### src/rtl/dff_chk_pkg.sv
`default_nettype none
// ============================================================================
// Module   : dff_chk_pkg
// Purpose  : Shared types and default widths for the DFF checker slice.
// Revision : 1.0
// ============================================================================
package dff_chk_pkg;

  localparam int c_def_cnt_w      = 16;
  localparam int c_def_fifo_depth = 4;

  typedef enum logic [1:0] {
    ST_IDLE  = 2'd0,
    ST_SYNC  = 2'd1,
    ST_CHECK = 2'd2,
    ST_HALT  = 2'd3
  } chk_state_e;

  // Layout of one mismatch record at the default counter width.
  typedef struct packed {
    logic [c_def_cnt_w-1:0] stamp;
    logic                   expected;
    logic                   actual;
  } mism_rec_t;

endpackage

`default_nettype wire

### src/rtl/dff_chk_fifo.sv
`default_nettype none
// ============================================================================
// Module   : dff_chk_fifo
// Purpose  : Small synchronous FIFO with valid/ready pop and full/empty flags.
// Revision : 1.0
// ============================================================================
module dff_chk_fifo
  import dff_chk_pkg::*;
#(
  parameter int WIDTH = c_def_cnt_w + 2,
  parameter int DEPTH = c_def_fifo_depth
) (
  input  logic             clk,
  input  logic             rst_n,
  input  logic             push_i,
  input  logic [WIDTH-1:0] push_data_i,
  output logic             pop_valid_o,
  input  logic             pop_ready_i,
  output logic [WIDTH-1:0] pop_data_o,
  output logic             full_o,
  output logic             empty_o
);

  localparam int                c_aw      = (DEPTH > 1) ? $clog2(DEPTH) : 1;
  localparam logic [c_aw:0]     c_full    = (c_aw + 1)'(DEPTH);
  localparam logic [c_aw:0]     c_cnt_one = (c_aw + 1)'(1);
  localparam logic [c_aw-1:0]   c_ptr_one = c_aw'(1);

  logic [WIDTH-1:0] mem_q [DEPTH];
  logic [c_aw-1:0]  wr_ptr_q;
  logic [c_aw-1:0]  rd_ptr_q;
  logic [c_aw:0]    count_q;

  logic w_push;
  logic w_pop;

  assign empty_o     = (count_q == '0);
  assign full_o      = (count_q == c_full);
  assign pop_valid_o = ~empty_o;
  assign pop_data_o  = mem_q[rd_ptr_q];
  assign w_pop       = ~empty_o && pop_ready_i;
  // A pop in the same cycle frees the slot the push is about to use.
  assign w_push      = push_i && (~full_o || w_pop);

  always_ff @(posedge clk) begin
    if (w_push) begin
      mem_q[wr_ptr_q] <= push_data_i;
    end
  end

  always_ff @(posedge clk or negedge rst_n) begin
    if (!rst_n) begin
      wr_ptr_q <= '0;
      rd_ptr_q <= '0;
      count_q  <= '0;
    end else begin
      if (w_push) begin
        wr_ptr_q <= wr_ptr_q + c_ptr_one;
      end
      if (w_pop) begin
        rd_ptr_q <= rd_ptr_q + c_ptr_one;
      end
      unique case ({w_push, w_pop})
        2'b10:   count_q <= count_q + c_cnt_one;
        2'b01:   count_q <= count_q - c_cnt_one;
        default: count_q <= count_q;
      endcase
    end
  end

endmodule

`default_nettype wire

### config.mk
export PLATFORM = sky130hd
export DESIGN_NAME = dff_chk_fifo
export DESIGN_NICKNAME = d
export VERILOG_FILES = /design/src/rtl/dff_chk_pkg.sv /design/src/rtl/dff_chk_fifo.sv
export SDC_FILE = /design/constraint.sdc
export NUM_CORES = 1
export LEC_CHECK = 0
export BUFFER_PORTS_ARGS = -buffer_cell sky130_fd_sc_hd__buf_2
export CAP_MARGIN = 15
export CORE_MARGIN = 5
export CORE_UTILIZATION = 51
export CTS_CLUSTER_DIAMETER = 100
export DETAILED_ROUTE_END_ITERATION = 10
export PLACE_DENSITY_LB_ADDON = 0.25
export SYNTH_ARGS = -nofsm -noshare
export SYNTH_HDL_FRONTEND = slang
export SYNTH_SLANG_ARGS = --single-unit
### constraint.sdc
create_clock -name clk -period 1.8 [get_ports clk]
set_input_delay 0.36 -clock clk [delete_from_list [all_inputs] [get_ports clk]]
set_output_delay 0.36 -clock clk [all_outputs]
set_load 0.01 [all_outputs]
==> reports/summary.txt <==
later-pin clock latency in the skew report: 0.33 ns
r2r setup slk: -0.19 ns
number of clock sinks: 79
Slew Viols, Final: 0
grt met3 use: 2.916%
CTS max path bufs: 2
Reg2Reg Depth: 6
initial antenna violation count: 0
mapped cell area: 3119 sq um
Buf/Inv on CP: 3
Final Hold Fails: 0
Worst EP required: 1.44 ns
Util after Layout: 66.00%
overall power: 6.551 mW
Initial Util: 52.68%
clk root buf: clkbuf_8
cell depth of the worst hold path: 1
grt ovf: 0
CTS tree: yes
Final ANT Viol Nets: 0
Place WS: -0.1635 ns
CTS clk-pin slew, worst paths: 0.07 ns
Synth Net Count: 176
RSZ-0062 raised after global routing: true
Total Routing Usage GR: 16.71%
share of cells above drive strength 1: 49.10%
Top Family by Delay on Critical Path: multiplexers
Fillers: 413
min-delay worst type: in2reg
# DRC: 0
pin count of the biggest net entering global routing: 19
CP endpoint kind: output port
synthesized area per cell: 20.93 sq um
row cnt: 28
vias per inst: 5.468
FF-to-FF End: count_q[1]
P_leak: 1.448 nW
CP max-delay cell: mux4_2
failing checks: setup timing
die area: 7780 sq um
Core ar.: 5921 sq um
gr busiest metal: met2
final non-filler cell total: 297
GP Congestion: 0.8158
vias in the first global route: 1816
final setup fails: 19
met1 Resource Use GR: 18.81%
first-pass GRT wire length: 9.204 mm
number of synthesis warnings: 0
worst slew pin tran: 0.3038 ns
H-tree level count: 3
chip height: 88.21 um
diode count: 0
crit path kind: reg2out
Crit path depth: 4
io pins: 43
slew margin rel.: 79.71%
post-synth cell types: 28
Crit path largest cell delay: 0.52 ns
Hold Path Sink: mem_q[2][3]
Pwr Density: 1676 nW/um^2
first-pass iteration count of the detailed router: 4
VDD IR-drop max: 0.9348 mV
CTS buffer count: 9
Layout area overhead: 25.27%
fmax: 0.4999 GHz
Final #Nets: 244
input/output buffers: 42
dpl hpwl: 3.720 mm
Synth Instances: 149
CP most frequent cell: buf_12
synthesis-stage register bit count: 79
placed cells: 269
Hold Crit Start: push_data_i[3]
Seq/Total Area, Yosys: 74.93%
PnR worst setup slack: -0.2005 ns
Max-cap violations: 0
min Tclk post-route: 2.001 ns
Die Width: 88.21 um
Routed WL: 5.990 mm
Worst Path Max Fanout: 5
via count: 1624
WL per Instance: 20.17 um
Worst setup SP type: flip-flop
met2 Track Usage GR: 30.18%
final clock skew: 0.006152 ns
status: finished, violations left
CP Cell Sequence: buf_12 > buf_12 > mux4_2 > buf_6
r2r startpoint: count_q[2]
final setup TNS: -3.465 ns
period utilization: 111.1%
data arrival time of the critical path: 1.64 ns
DRT iter0 DRCs: 77
[metal layers]
| layer | vias up | routed length, um | part of all wire, % |
|---|---|---|---|
| met3 | 13 | 217 | 3.6 |
| met2 | 39 | 3440 | 57 |
| met1 | 836 | 2191 | 37 |
| met4 | 0 | 140 | 2.3 |
| li1 | 736 | - | - |
| met5 | - | 0 | 0 |
[how the worst max path moves through the flow]
stage               slack [ns]            end         from
floorplan                -0.14     count_q[1]   count_q[1]
global placement         0.004     count_q[1]   count_q[1]
detailed placement       -0.16     count_q[1]   count_q[1]
CTS                      -0.24  pop_data_o[2]  rd_ptr_q[0]
global route             -0.26  pop_data_o[2]  rd_ptr_q[0]
finish                   -0.20  pop_data_o[2]  rd_ptr_q[0]
[where the power goes]
group / internal [mW] / total (mW) / leakage (nW) / switching [mW]
combinational: 1.55 / 2.74 / 0.614 / 1.19
clock: 0.622 / 1.19 / 0.0925 / 0.570
sequential: 2.44 / 2.62 / 0.741 / 0.174
total: 4.62 / 6.55 / 1.45 / 1.94
[final cells by class]
class                      instances  area, sq um  share of cell area [%]
inverter                           8        30.03                  0.7685
multi-input combinational         55        742.0                   18.99
sequential                        79         2340                   59.88
tap                               75        93.84                   2.402
clock inverter                     6        51.30                   1.313
clock buffer                      10        127.6                   3.266
timing repair buffer              64        523.0                   13.38
[logic make-up after synthesis]
logic type	Yosys count	share of synthesized area [%]
buffers and inverters	15	2.246
and+or+nand+nor	17	3.250
DFF	79	74.93
muxes	19	13.48
xor gates and xnor gates	5	1.404
adders and majority gates	5	2.246
AOI/OAI and AO/OA	9	2.447
[flip-flops by register name (all words and copies together) (netlist names)]
register / flops
wr_ptr_q: 2
rd_ptr_q: 2
count_q: 3
mem_q: 72
[cell usage after synthesis (all sizes together)]
cell	n	area, sq um
or3b	1	8.760
clkbuf	1	3.750
xnor2	3	26.28
o21a	1	15.01
a221o	1	10.01
nand2	2	7.510
fa	1	20.02
inv	8	30.03
or3	1	7.510
dfrtp	7	175.2
mux4	18	405.4
nor2b	2	12.51
xor2	2	17.52
ha	4	50.05
nand3b	1	7.510
nor2	3	11.26
buf	6	36.28
o32ai	1	8.760
nand3	2	10.01
and3	1	6.260
and2	4	30.03
o211ai	2	15.01
o21ba	1	10.01
edfxtp	72	2162
o21ai	2	10.01
mux2	1	15.01
a22oi	1	7.510
[metrics by stage]
step / hold slack [ns] / cell area, sq um
2_1_floorplan: 0.06441 / 3142
3_3_place_gp: 0.2001 / 3483
3_5_place_dp: 0.2049 / 3483
4_1_cts: 0.2241 / 3841
5_1_grt: 0.2192 / 3908
6_report: 0.2387 / 3908
[repair_timing]
item,4_1_cts,5_1_grt
endpoints found under the setup margin,21,23
hold buffers,1,0
endpoints found under the hold margin,7,0
resized for setup,14,12
cloned,2,1
buffers inserted,6,4
pin swaps,3,4
[layout by cell type (no fill, tap or decap), types with 3 or more instances in the layout]
cell	n
clkbuf_8	9
buf_6	12
edfxtp_1	72
inv_1	6
buf_12	3
dfrtp_1	5
xnor2_1	3
ha_1	4
and2_4	4
clkinv_1	3
buf_2	32
mux4_2	18
buf_4	14
nor2_1	3
Note: power is estimated with default switching activity, not from simulation.
